--- config.mk ---
export PLATFORM = sky130hd
export DESIGN_NAME = ddr5_device_responder
export DESIGN_NICKNAME = d
export VERILOG_FILES = /design/src/rtl/ddr5_device_responder.sv
export SDC_FILE = /design/constraint.sdc
export NUM_CORES = 2
export LEC_CHECK = 0
export CAP_MARGIN = 20
export CORE_ASPECT_RATIO = 1.1
export CORE_UTILIZATION = 60
export CTS_CLUSTER_SIZE = 25
export DETAILED_ROUTE_END_ITERATION = 8
export HOLD_SLACK_MARGIN = 0.15
export PLACE_DENSITY = 0.81
export SETUP_SLACK_MARGIN = 0.4
export SYNTH_ARGS = -nofsm -noshare
export SYNTH_HDL_FRONTEND = slang
export SYNTH_SLANG_ARGS = --single-unit
export TNS_END_PERCENT = 30
--- constraint.sdc ---
create_clock -name clock -period 5.8 [get_ports clock]
set_input_delay 1.45 -clock clock [delete_from_list [all_inputs] [get_ports clock]]
set_output_delay 1.45 -clock clock [all_outputs]
set_load 0.03 [all_outputs]
--- src/rtl/ddr5_device_responder.sv ---
// DDR5 device-side responder: per-bank timing checks, read bursts, write windows, violation codes.
// Build option: define DDR5_RESP_VIOL_CNT_EN to build the saturating violation counter.
//
// bank state | meaning
// B_IDLE     | no row open
// B_OPENING  | ACT issued, waiting out tRCD (main_cnt)
// B_ACTIVE   | row open, RD/WR/PRE accepted
// B_CLOSING  | PRE issued, waiting out tRP (main_cnt)
module ddr5_device_responder #(
  parameter int NUM_BANKS = 32,
  parameter int ROW_W     = 16,
  parameter int COL_W     = 10,
  parameter int tRCD      = 39,
  parameter int tRP       = 39,
  parameter int tRAS      = 76,
  parameter int tCL       = 40,
  parameter int tCWD      = 38,
  parameter int tBURST    = 8,
  parameter int tWR       = 72,
  parameter int tRTP      = 18,
  parameter int tRFC      = 295
) (
  input  logic                         clock,
  input  logic                         reset_n,
  input  logic [2:0]                   cmd,
  input  logic [$clog2(NUM_BANKS)-1:0] cmd_bank,
  input  logic [ROW_W-1:0]             cmd_row,
  input  logic [COL_W-1:0]             cmd_col,
  output logic                         rdata_valid,
  output logic [63:0]                  rdata,
  output logic                         wr_window,
  output logic                         viol,
  output logic [3:0]                   viol_code,
  output logic                         refresh_busy,
  output logic [15:0]                  viol_count
);

  localparam int BANK_W = $clog2(NUM_BANKS);
  localparam logic [2:0] CMD_NOP = 3'd0, CMD_ACT = 3'd1, CMD_RD = 3'd2,
                         CMD_WR  = 3'd3, CMD_PRE = 3'd4, CMD_REF = 3'd5;
  // Write recovery is measured from the last write beat, hence the -2.
  localparam logic [9:0] RCD_LD = 10'(tRCD - 1), RP_LD = 10'(tRP - 1), RAS_LD = 10'(tRAS - 1),
                         RTP_LD = 10'(tRTP - 1), WR_LD = 10'(tCWD + tBURST + tWR - 2),
                         RFC_LD = 10'(tRFC), CL_LD = 10'(tCL - 2), CWD_LD = 10'(tCWD - 2),
                         BURST_LAST = 10'(tBURST - 1);

  typedef enum logic [1:0] {B_IDLE, B_OPENING, B_ACTIVE, B_CLOSING} bank_state_t;
  typedef enum logic [1:0] {BUS_IDLE, BUS_WAIT, BUS_BURST} bus_state_t;

  bank_state_t      bank_st  [NUM_BANKS], bank_st_n  [NUM_BANKS];
  logic [9:0]       main_cnt [NUM_BANKS], main_cnt_n [NUM_BANKS];
  logic [9:0]       ras_cnt  [NUM_BANKS], ras_cnt_n  [NUM_BANKS];
  logic [9:0]       pre_gate [NUM_BANKS], pre_gate_n [NUM_BANKS];
  logic [ROW_W-1:0] open_row [NUM_BANKS], open_row_n [NUM_BANKS];
  logic [NUM_BANKS-1:0] eff_idle, eff_active;
  logic             any_open, is_col, cmd_ok, viol_n;
  logic [3:0]       code_n;
  logic [9:0]       ref_cnt, ref_cnt_n;

  bus_state_t       bus_st, bus_st_n;
  logic [9:0]       dly_cnt, dly_cnt_n, beat_cnt, beat_cnt_n;
  logic             bus_rd, bus_rd_n;
  logic [BANK_W-1:0] bus_bank, bus_bank_n;
  logic [ROW_W-1:0] bus_row, bus_row_n;
  logic [COL_W-1:0] bus_col, bus_col_n;

  function automatic logic [9:0] dec(input logic [9:0] v);
    return (v == 10'd0) ? 10'd0 : v - 10'd1;
  endfunction

  // A bank whose counter already hit 0 is treated as having completed its transition.
  always_comb begin
    eff_idle   = '0;
    eff_active = '0;
    for (int b = 0; b < NUM_BANKS; b++) begin
      eff_idle[b]   = (bank_st[b] == B_IDLE)   || (bank_st[b] == B_CLOSING && main_cnt[b] == 10'd0);
      eff_active[b] = (bank_st[b] == B_ACTIVE) || (bank_st[b] == B_OPENING && main_cnt[b] == 10'd0);
    end
  end

  assign any_open = ~(&eff_idle);
  assign is_col   = (cmd == CMD_RD) || (cmd == CMD_WR);

  always_comb begin
    code_n = 4'd0;
    viol_n = 1'b0;
    if (cmd != CMD_NOP) begin
      viol_n = 1'b1;
      if (ref_cnt > 10'd1)                                   code_n = 4'd5;
      else if (cmd > CMD_REF)                                code_n = 4'd7;
      else if (cmd == CMD_ACT && !eff_idle[cmd_bank])        code_n = 4'd1;
      else if (is_col && !eff_active[cmd_bank])              code_n = 4'd2;
      else if (is_col && bus_st != BUS_IDLE)                 code_n = 4'd4;
      else if (cmd == CMD_PRE && !eff_idle[cmd_bank] &&
               (!eff_active[cmd_bank] || ras_cnt[cmd_bank] != 10'd0 ||
                pre_gate[cmd_bank] != 10'd0))                code_n = 4'd3;
      else if (cmd == CMD_REF && any_open)                   code_n = 4'd6;
      else                                                   viol_n = 1'b0;
    end
    cmd_ok    = (cmd != CMD_NOP) && !viol_n;
    ref_cnt_n = (cmd_ok && cmd == CMD_REF) ? RFC_LD : dec(ref_cnt);
  end

  always_comb begin
    for (int b = 0; b < NUM_BANKS; b++) begin
      bank_st_n[b]  = bank_st[b];
      main_cnt_n[b] = dec(main_cnt[b]);
      ras_cnt_n[b]  = dec(ras_cnt[b]);
      pre_gate_n[b] = dec(pre_gate[b]);
      open_row_n[b] = open_row[b];
      if (bank_st[b] == B_OPENING && main_cnt[b] == 10'd0) bank_st_n[b] = B_ACTIVE;
      if (bank_st[b] == B_CLOSING && main_cnt[b] == 10'd0) bank_st_n[b] = B_IDLE;
    end
    if (cmd_ok) begin
      case (cmd)
        CMD_ACT: begin
          bank_st_n[cmd_bank]  = B_OPENING;
          main_cnt_n[cmd_bank] = RCD_LD;
          ras_cnt_n[cmd_bank]  = RAS_LD;
          open_row_n[cmd_bank] = cmd_row;
        end
        CMD_RD:
          if (pre_gate_n[cmd_bank] < RTP_LD) pre_gate_n[cmd_bank] = RTP_LD;
        CMD_WR:
          if (pre_gate_n[cmd_bank] < WR_LD) pre_gate_n[cmd_bank] = WR_LD;
        CMD_PRE:
          if (eff_active[cmd_bank]) begin
            bank_st_n[cmd_bank]  = B_CLOSING;
            main_cnt_n[cmd_bank] = RP_LD;
          end
        default: ;
      endcase
    end
  end

  always_comb begin
    bus_st_n   = bus_st;
    dly_cnt_n  = dly_cnt;
    beat_cnt_n = beat_cnt;
    bus_rd_n   = bus_rd;
    bus_bank_n = bus_bank;
    bus_row_n  = bus_row;
    bus_col_n  = bus_col;
    case (bus_st)
      BUS_WAIT:
        if (dly_cnt == 10'd0) begin
          bus_st_n   = BUS_BURST;
          beat_cnt_n = 10'd0;
        end else begin
          dly_cnt_n = dly_cnt - 10'd1;
        end
      BUS_BURST:
        if (beat_cnt == BURST_LAST) bus_st_n = BUS_IDLE;
        else                        beat_cnt_n = beat_cnt + 10'd1;
      default: ;
    endcase
    if (cmd_ok && is_col) begin
      bus_rd_n   = (cmd == CMD_RD);
      bus_bank_n = cmd_bank;
      bus_row_n  = open_row[cmd_bank];
      bus_col_n  = cmd_col;
      beat_cnt_n = 10'd0;
      dly_cnt_n  = (cmd == CMD_RD) ? CL_LD : CWD_LD;
      if ((cmd == CMD_RD && tCL <= 1) || (cmd == CMD_WR && tCWD <= 1)) bus_st_n = BUS_BURST;
      else                                                              bus_st_n = BUS_WAIT;
    end
  end

  always_ff @(posedge clock or negedge reset_n) begin
    if (!reset_n) begin
      for (int b = 0; b < NUM_BANKS; b++) begin
        bank_st[b]  <= B_IDLE;
        main_cnt[b] <= '0;
        ras_cnt[b]  <= '0;
        pre_gate[b] <= '0;
        open_row[b] <= '0;
      end
      ref_cnt   <= '0;
      viol      <= 1'b0;
      viol_code <= '0;
      bus_st    <= BUS_IDLE;
      dly_cnt   <= '0;
      beat_cnt  <= '0;
      bus_rd    <= 1'b0;
      bus_bank  <= '0;
      bus_row   <= '0;
      bus_col   <= '0;
    end else begin
      for (int b = 0; b < NUM_BANKS; b++) begin
        bank_st[b]  <= bank_st_n[b];
        main_cnt[b] <= main_cnt_n[b];
        ras_cnt[b]  <= ras_cnt_n[b];
        pre_gate[b] <= pre_gate_n[b];
        open_row[b] <= open_row_n[b];
      end
      ref_cnt <= ref_cnt_n;
      viol    <= viol_n;
      if (viol_n) viol_code <= code_n;
      bus_st   <= bus_st_n;
      dly_cnt  <= dly_cnt_n;
      beat_cnt <= beat_cnt_n;
      bus_rd   <= bus_rd_n;
      bus_bank <= bus_bank_n;
      bus_row  <= bus_row_n;
      bus_col  <= bus_col_n;
    end
  end

  assign refresh_busy = (ref_cnt != 10'd0);
  assign rdata_valid  = (bus_st == BUS_BURST) && bus_rd;
  assign wr_window    = (bus_st == BUS_BURST) && !bus_rd;
  assign rdata        = rdata_valid ? {8'(bus_bank), 8'(beat_cnt), 16'(bus_row), 16'(bus_col), 16'hA5A5}
                                    : 64'd0;

`ifdef DDR5_RESP_VIOL_CNT_EN
  logic [15:0] viol_cnt_q;
  always_ff @(posedge clock or negedge reset_n) begin
    if (!reset_n)                               viol_cnt_q <= '0;
    else if (viol_n && viol_cnt_q != 16'hFFFF) viol_cnt_q <= viol_cnt_q + 16'd1;
  end
  assign viol_count = viol_cnt_q;
`else
  assign viol_count = 16'd0;
`endif

endmodule

# ---- Word level (Yosys, flattened, before mapping)
# Cells that the tools add are included.
dict set report word_totals {
  reg_bits 1605
  latchBits 0
  mem_bits_rw 0
  rom_bits 0
  word_cells 917
  memories 0
}
dict set report op_classes {
  n_addsub 99
  mul 0
  n_div 0
  magnitude_cmp 7
  eq_ne 108
  shifts 0
  n_mux 226
  n_bitwise 18
  n_reduce_logical 289
}
# operator count
set ops {}
lappend ops {{$mux W320} 7}
lappend ops {{$pmux W320 S2} 2}
lappend ops {{$mux W10} 111}
lappend ops {{$logic_not A10 Y1} 98}
lappend ops {{$sub A10 B1 Y10 const B} 98}
lappend ops {{$bwmux W512} 1}
lappend ops {{$and A192 B192 Y192} 2}
lappend ops {{$not A192 Y192} 2}
lappend ops {{$and A256 B256 Y256} 1}
lappend ops {{$not A256 Y256} 1}
lappend ops {{$or A128 B128 Y128} 2}
lappend ops {{$and A224 B224 Y224} 1}
lappend ops {{$not A224 Y224} 1}
lappend ops {{$bmux W10 S5} 3}
lappend ops {{$mux W2} 69}
lappend ops {{$eq A2 B2 Y1 const B} 65}
lappend ops {{$mux W64} 2}
lappend ops {{$or A64 B64 Y64} 2}
lappend ops {{$pmux W64 S2} 1}
lappend ops {{$or A96 B96 Y96} 1}
lappend ops {{$bmux W16 S5} 1}
lappend ops {{$demux W16 S5} 1}
lappend ops {{$logic_and A1 B1 Y1} 76}
lappend ops {{$logic_or A1 B1 Y1} 67}
lappend ops {{37 further kinds} 132}

# ---- Depth between registers and ports, before layout
dict set report depth {
  word_depth 21
  mapped_depth 18
  depth_no_buf 12
}

# ---- Worst setup path before layout
# Ideal clock, no wire load.
dict set report synth_path {
  kind {input port to flip-flop}
  from {input cmd_bank[1]}
  to {register pre_gate[90] (netlist bit)}
  t_arrival_ps 4924
  required_ps 5645
  setup_slack_ps 722
  stages 16
  path_buffers 8
  path_cell_list {clkbuf_1 -> clkbuf_1 -> buf_2 -> buf_2 -> buf_1 -> buf_2 -> mux2i_1 -> nor2_1 -> a221o_1 -> or4_1 -> nor4_1 -> o311ai_2 -> nand4_1 -> buf_2 -> buf_1 -> o32ai_1}
}
# element line
set synth_rtl {}
lappend synth_rtl {{start, declared} 26} ;# input logic [$clog2(NUM_BANKS)-1:0] cmd_bank,
lappend synth_rtl {{end signal, assigned by index} 193} ;# pre_gate[b] <= pre_gate_n[b];
lappend synth_rtl {{end, declared} 53} ;# logic [9:0] pre_gate [NUM_BANKS], pre_gate_n [NUM_BANKS];

==> impl_metrics.ini <==
[cts]
cts.path.max_buffers = 3
cts_max_level = 4
cts_buffers = 167
postCtsSetupBuffers = 0
cts-root-buf = clkbuf_16
clkTransAtPathRegs_ns = 0.07
worst_skew_pair.late_latency_ns = 0.86
cts_tree = built
cts_resized = 0
cts.sinks = 1604
hold_buffers = 0

[grt]
grt_max_degree = 152
grt_pass1_wl_um = 464000
grt_pass1_vias = 73900
grt.total_usage_pct = 43.3
grt-ovfl-total = 0
antenna_found_initial = 17

[synth]
ys_seq_area_share_pct = 47.2
syn_inst = 8761
synthTopCellsByArea = dfrtp_1 (47%), nand2_1 (5.4%), mux2_2 (4.7%)
synthAdderAreaFrac_pct = 1.49
synth_top_family_by_area = simple AND/OR/NAND/NOR gates
synth.avg_cell_area_um2 = 9.71
synthMuxAreaShare_pct = 9.44
syn-cell-area_um2 = 85100
synthXorXnorAreaFrac_pct = 4.60
synth_edf_count = 0
ys.flop_type = dfrtp_1
ys_seq_elements = 1604
synthDominantCellAreaShare_pct = 47.2
yosys_warnings = 0
async_reset_ff_share_pct = 100
synth_area_leader_cell = dfrtp_1
synth.distinct_cells = 95
synth-simple-area-share_pct = 20.2
synth_compound_area_share_pct = 13.3

[sta]
fin_crit_sh_pct = 91.1
worstMarginPinSlew_ns = 1.29
holdWs_ns = 0.448
rsz0062_at_grt = no
finalHoldViolCount = 0
fmax_ghz = 0.189
setup_viol = 0
skew_ns = 0.0754
slew_viol_final = 0
finalCriticalPeriod_ns = 5.29
max-slew-margin-rel_pct = 13.4

[floorplanning]
core-area_um2 = 140000
die-height_um = 397
pin_count = 124
die_x_um = 361
num_rows = 144
die_area_um2 = 143000
initial_utilization_pct = 60.6

[detailed_routing]
met3_length_um = 28000
top_layer = met5
wl_um = 311000
viasPerCell = 6.78
vias = 74700
initialDrtViolationCount = 8472
final_antenna_net_count = 0
drc = 0
wire_per_inst_um = 28.3
met1_length_um = 111000
drtPass1Iterations = 7
wl_met2_um = 141000

[place]
place_congestion = 1.09
place_inst = 10700
portBuffers = 89
dpl.hpwl_um = 220000

[power]
cell_internal_pwr_mw = 20.3
pwr-share-comb_pct = 14.0
power.switching_mw = 8.39
sw_frac_of_total_pct = 29.3
power_density_nw_per_um2 = 294
p_leak_nw = 41.4
p_seq_share_pct = 46.5
p_clk_share_pct = 39.4
peakVddDrop_mv = 0.298

[worst_hold_path]
hold_path.class = input pin to asynchronous set/reset pin

[setup_path]
cp-endpoint = bank_st[18]$_DFF_PN0_
crit_start = cmd_bank[1]
crit_chain = buf_8, buf_4, or3b_2, o221ai_1, o311a_1, o311ai_1, a221oi_1, nor2_1, buf_4, o31a_1, or4b_1, or3_4, buf_4, o21ai_0
rr_worst_depth = 15
rrSetupSlack_ns = 0.61
crit_top_cell = buf_4
crit_fanout = 24
timing.rr.start = main_cnt[70]$_DFF_PN0_
slowest_stage = or4b_1
r2r_end = pre_gate[282]$_DFF_PN0_
critPathArrivalTime_ns = 6.02
worstSetupEndpointType = register
required_ns = 6.53
cpPeakStageDelay_ns = 0.55
start_kind = input pin
crit_type = input pin to register

[layout]
syn2layout_area_growth_pct = 14.4
final_util_pct = 69.4
layoutNonFillerInstCount = 11000
final_common_cell = dfrtp_1
n_fill_cell = 10100
drive_gt1_share_pct = 15.8
nNetsFinal = 9191
layout_common_cells = dfrtp_1 (1604), nand2_1 (1234), nor2_1 (689)

[flow_run]
drv_cap = 0

[status]
status = complete, no violations
[power groups by stage]
stage          clock network (mW)  registers, mW  logic [mW]
2_1_floorplan                   0           13.1        2.72
3_3_place_gp                    0           13.4        3.80
3_5_place_dp                    0           13.5        3.92
4_1_cts                      11.4           13.3        3.96
5_1_grt                      11.8           13.5        4.36
6_report                     11.3           13.3        4.03
[worst max-delay path: cells and delay by family]
kind	cells	cell delay [ns]
compound gates	6	1.91
simple gates	4	1.59
buf+inv	4	1.02
[state kept, by name, indices dropped and copies added (netlist names)]
signal,cells
bank_st,64
beat_cnt,10
bus_bank,5
bus_col,10
bus_rd,1
bus_row,16
bus_st,2
dly_cnt,10
main_cnt,320
open_row,512
pre_gate,320
ras_cnt,320
ref_cnt,10
viol,1
viol_code,3
[per-stage QoR]
stage          setup WS (ns)  instance area [um2]  setup TNS, ns  power, mW
6_report               0.514                97300              0       28.7
5_1_grt                0.413                97300              0       29.6
4_1_cts                0.668                97300              0       28.6
3_5_place_dp          -0.184                91500         -16.54       17.4
3_3_place_gp          -0.167                91500          -7.49       17.2
2_1_floorplan          0.722                85200              0       15.8
[per-layer routing]
layer  track usage (%)  vias to the layer above
met5                 0                        -
met4              36.8                       22
met3              9.20                     1250
met2              67.4                     4137
met1              51.6                    37200
li1                  -                    32200
[Yosys cell counts, types with 42 or more instances]
library cell	count
nor2_1	691
inv_1	268
and2_1	70
nor3b_1	97
o31ai_1	74
a211oi_1	171
buf_4	42
or3_1	132
mux2_2	357
or4_1	107
or2_2	48
clkbuf_1	411
nand2_1	1234
nor4b_1	47
nor4_1	182
ha_1	101
o22ai_1	116
a31oi_1	106
nand4_1	62
mux2i_1	90
nor2b_1	54
dfrtp_1	1604
nand3_1	142
o21ai_0	403
a22oi_1	72
xor2_1	163
xnor2_1	284
nor3_1	395
nand2b_1	78
mux4_2	138
a21oi_1	322
a21o_1	47
[kinds of logic (layout without fill, tap and decap cells)]
kind of cell               count (synthesis)  after routing
AOI/OAI and AO/OA                       1722           1722
xor gates and xnor gates                 447            447
adders and majority gates                101            101
buffers and inverters                    794           1188
DFF                                     1604           1604
muxes                                    585            585
other                                      1             36
and+or+nand+nor                         3507           3507
[layout make-up]
type / count / area (um2) / share of cell area [%]
Multi-Input combinational cell: 6396 / 42000 / 43.2
Sequential cell: 1604 / 40100 / 41.2
Timing Repair Buffer: 616 / 6090 / 6.26
Clock buffer: 232 / 4810 / 4.95
Tap cell: 1825 / 2280 / 2.35
Inverter: 269 / 1010 / 1.04
Clock inverter: 71 / 988 / 1.02
Antenna cell: 2 / 5.00 / 0.00514
[how the worst min path moves through the flow]
stage	cells after the start	startpoint	end	slack [ns]
6_report	1	reset_n	main_cnt[13]$_DFF_PN0_	0.45
5_1_grt	1	main_cnt[220]$_DFF_PN0_	main_cnt[220]$_DFF_PN0_	0.47
4_1_cts	1	main_cnt[210]$_DFF_PN0_	main_cnt[210]$_DFF_PN0_	0.45
3_5_place_dp	1	main_cnt[210]$_DFF_PN0_	main_cnt[210]$_DFF_PN0_	0.45
3_3_place_gp	1	main_cnt[20]$_DFF_PN0_	main_cnt[20]$_DFF_PN0_	0.44
2_1_floorplan	1	main_cnt[150]$_DFF_PN0_	main_cnt[150]$_DFF_PN0_	0.43
Power figures use the tool's default switching activity.
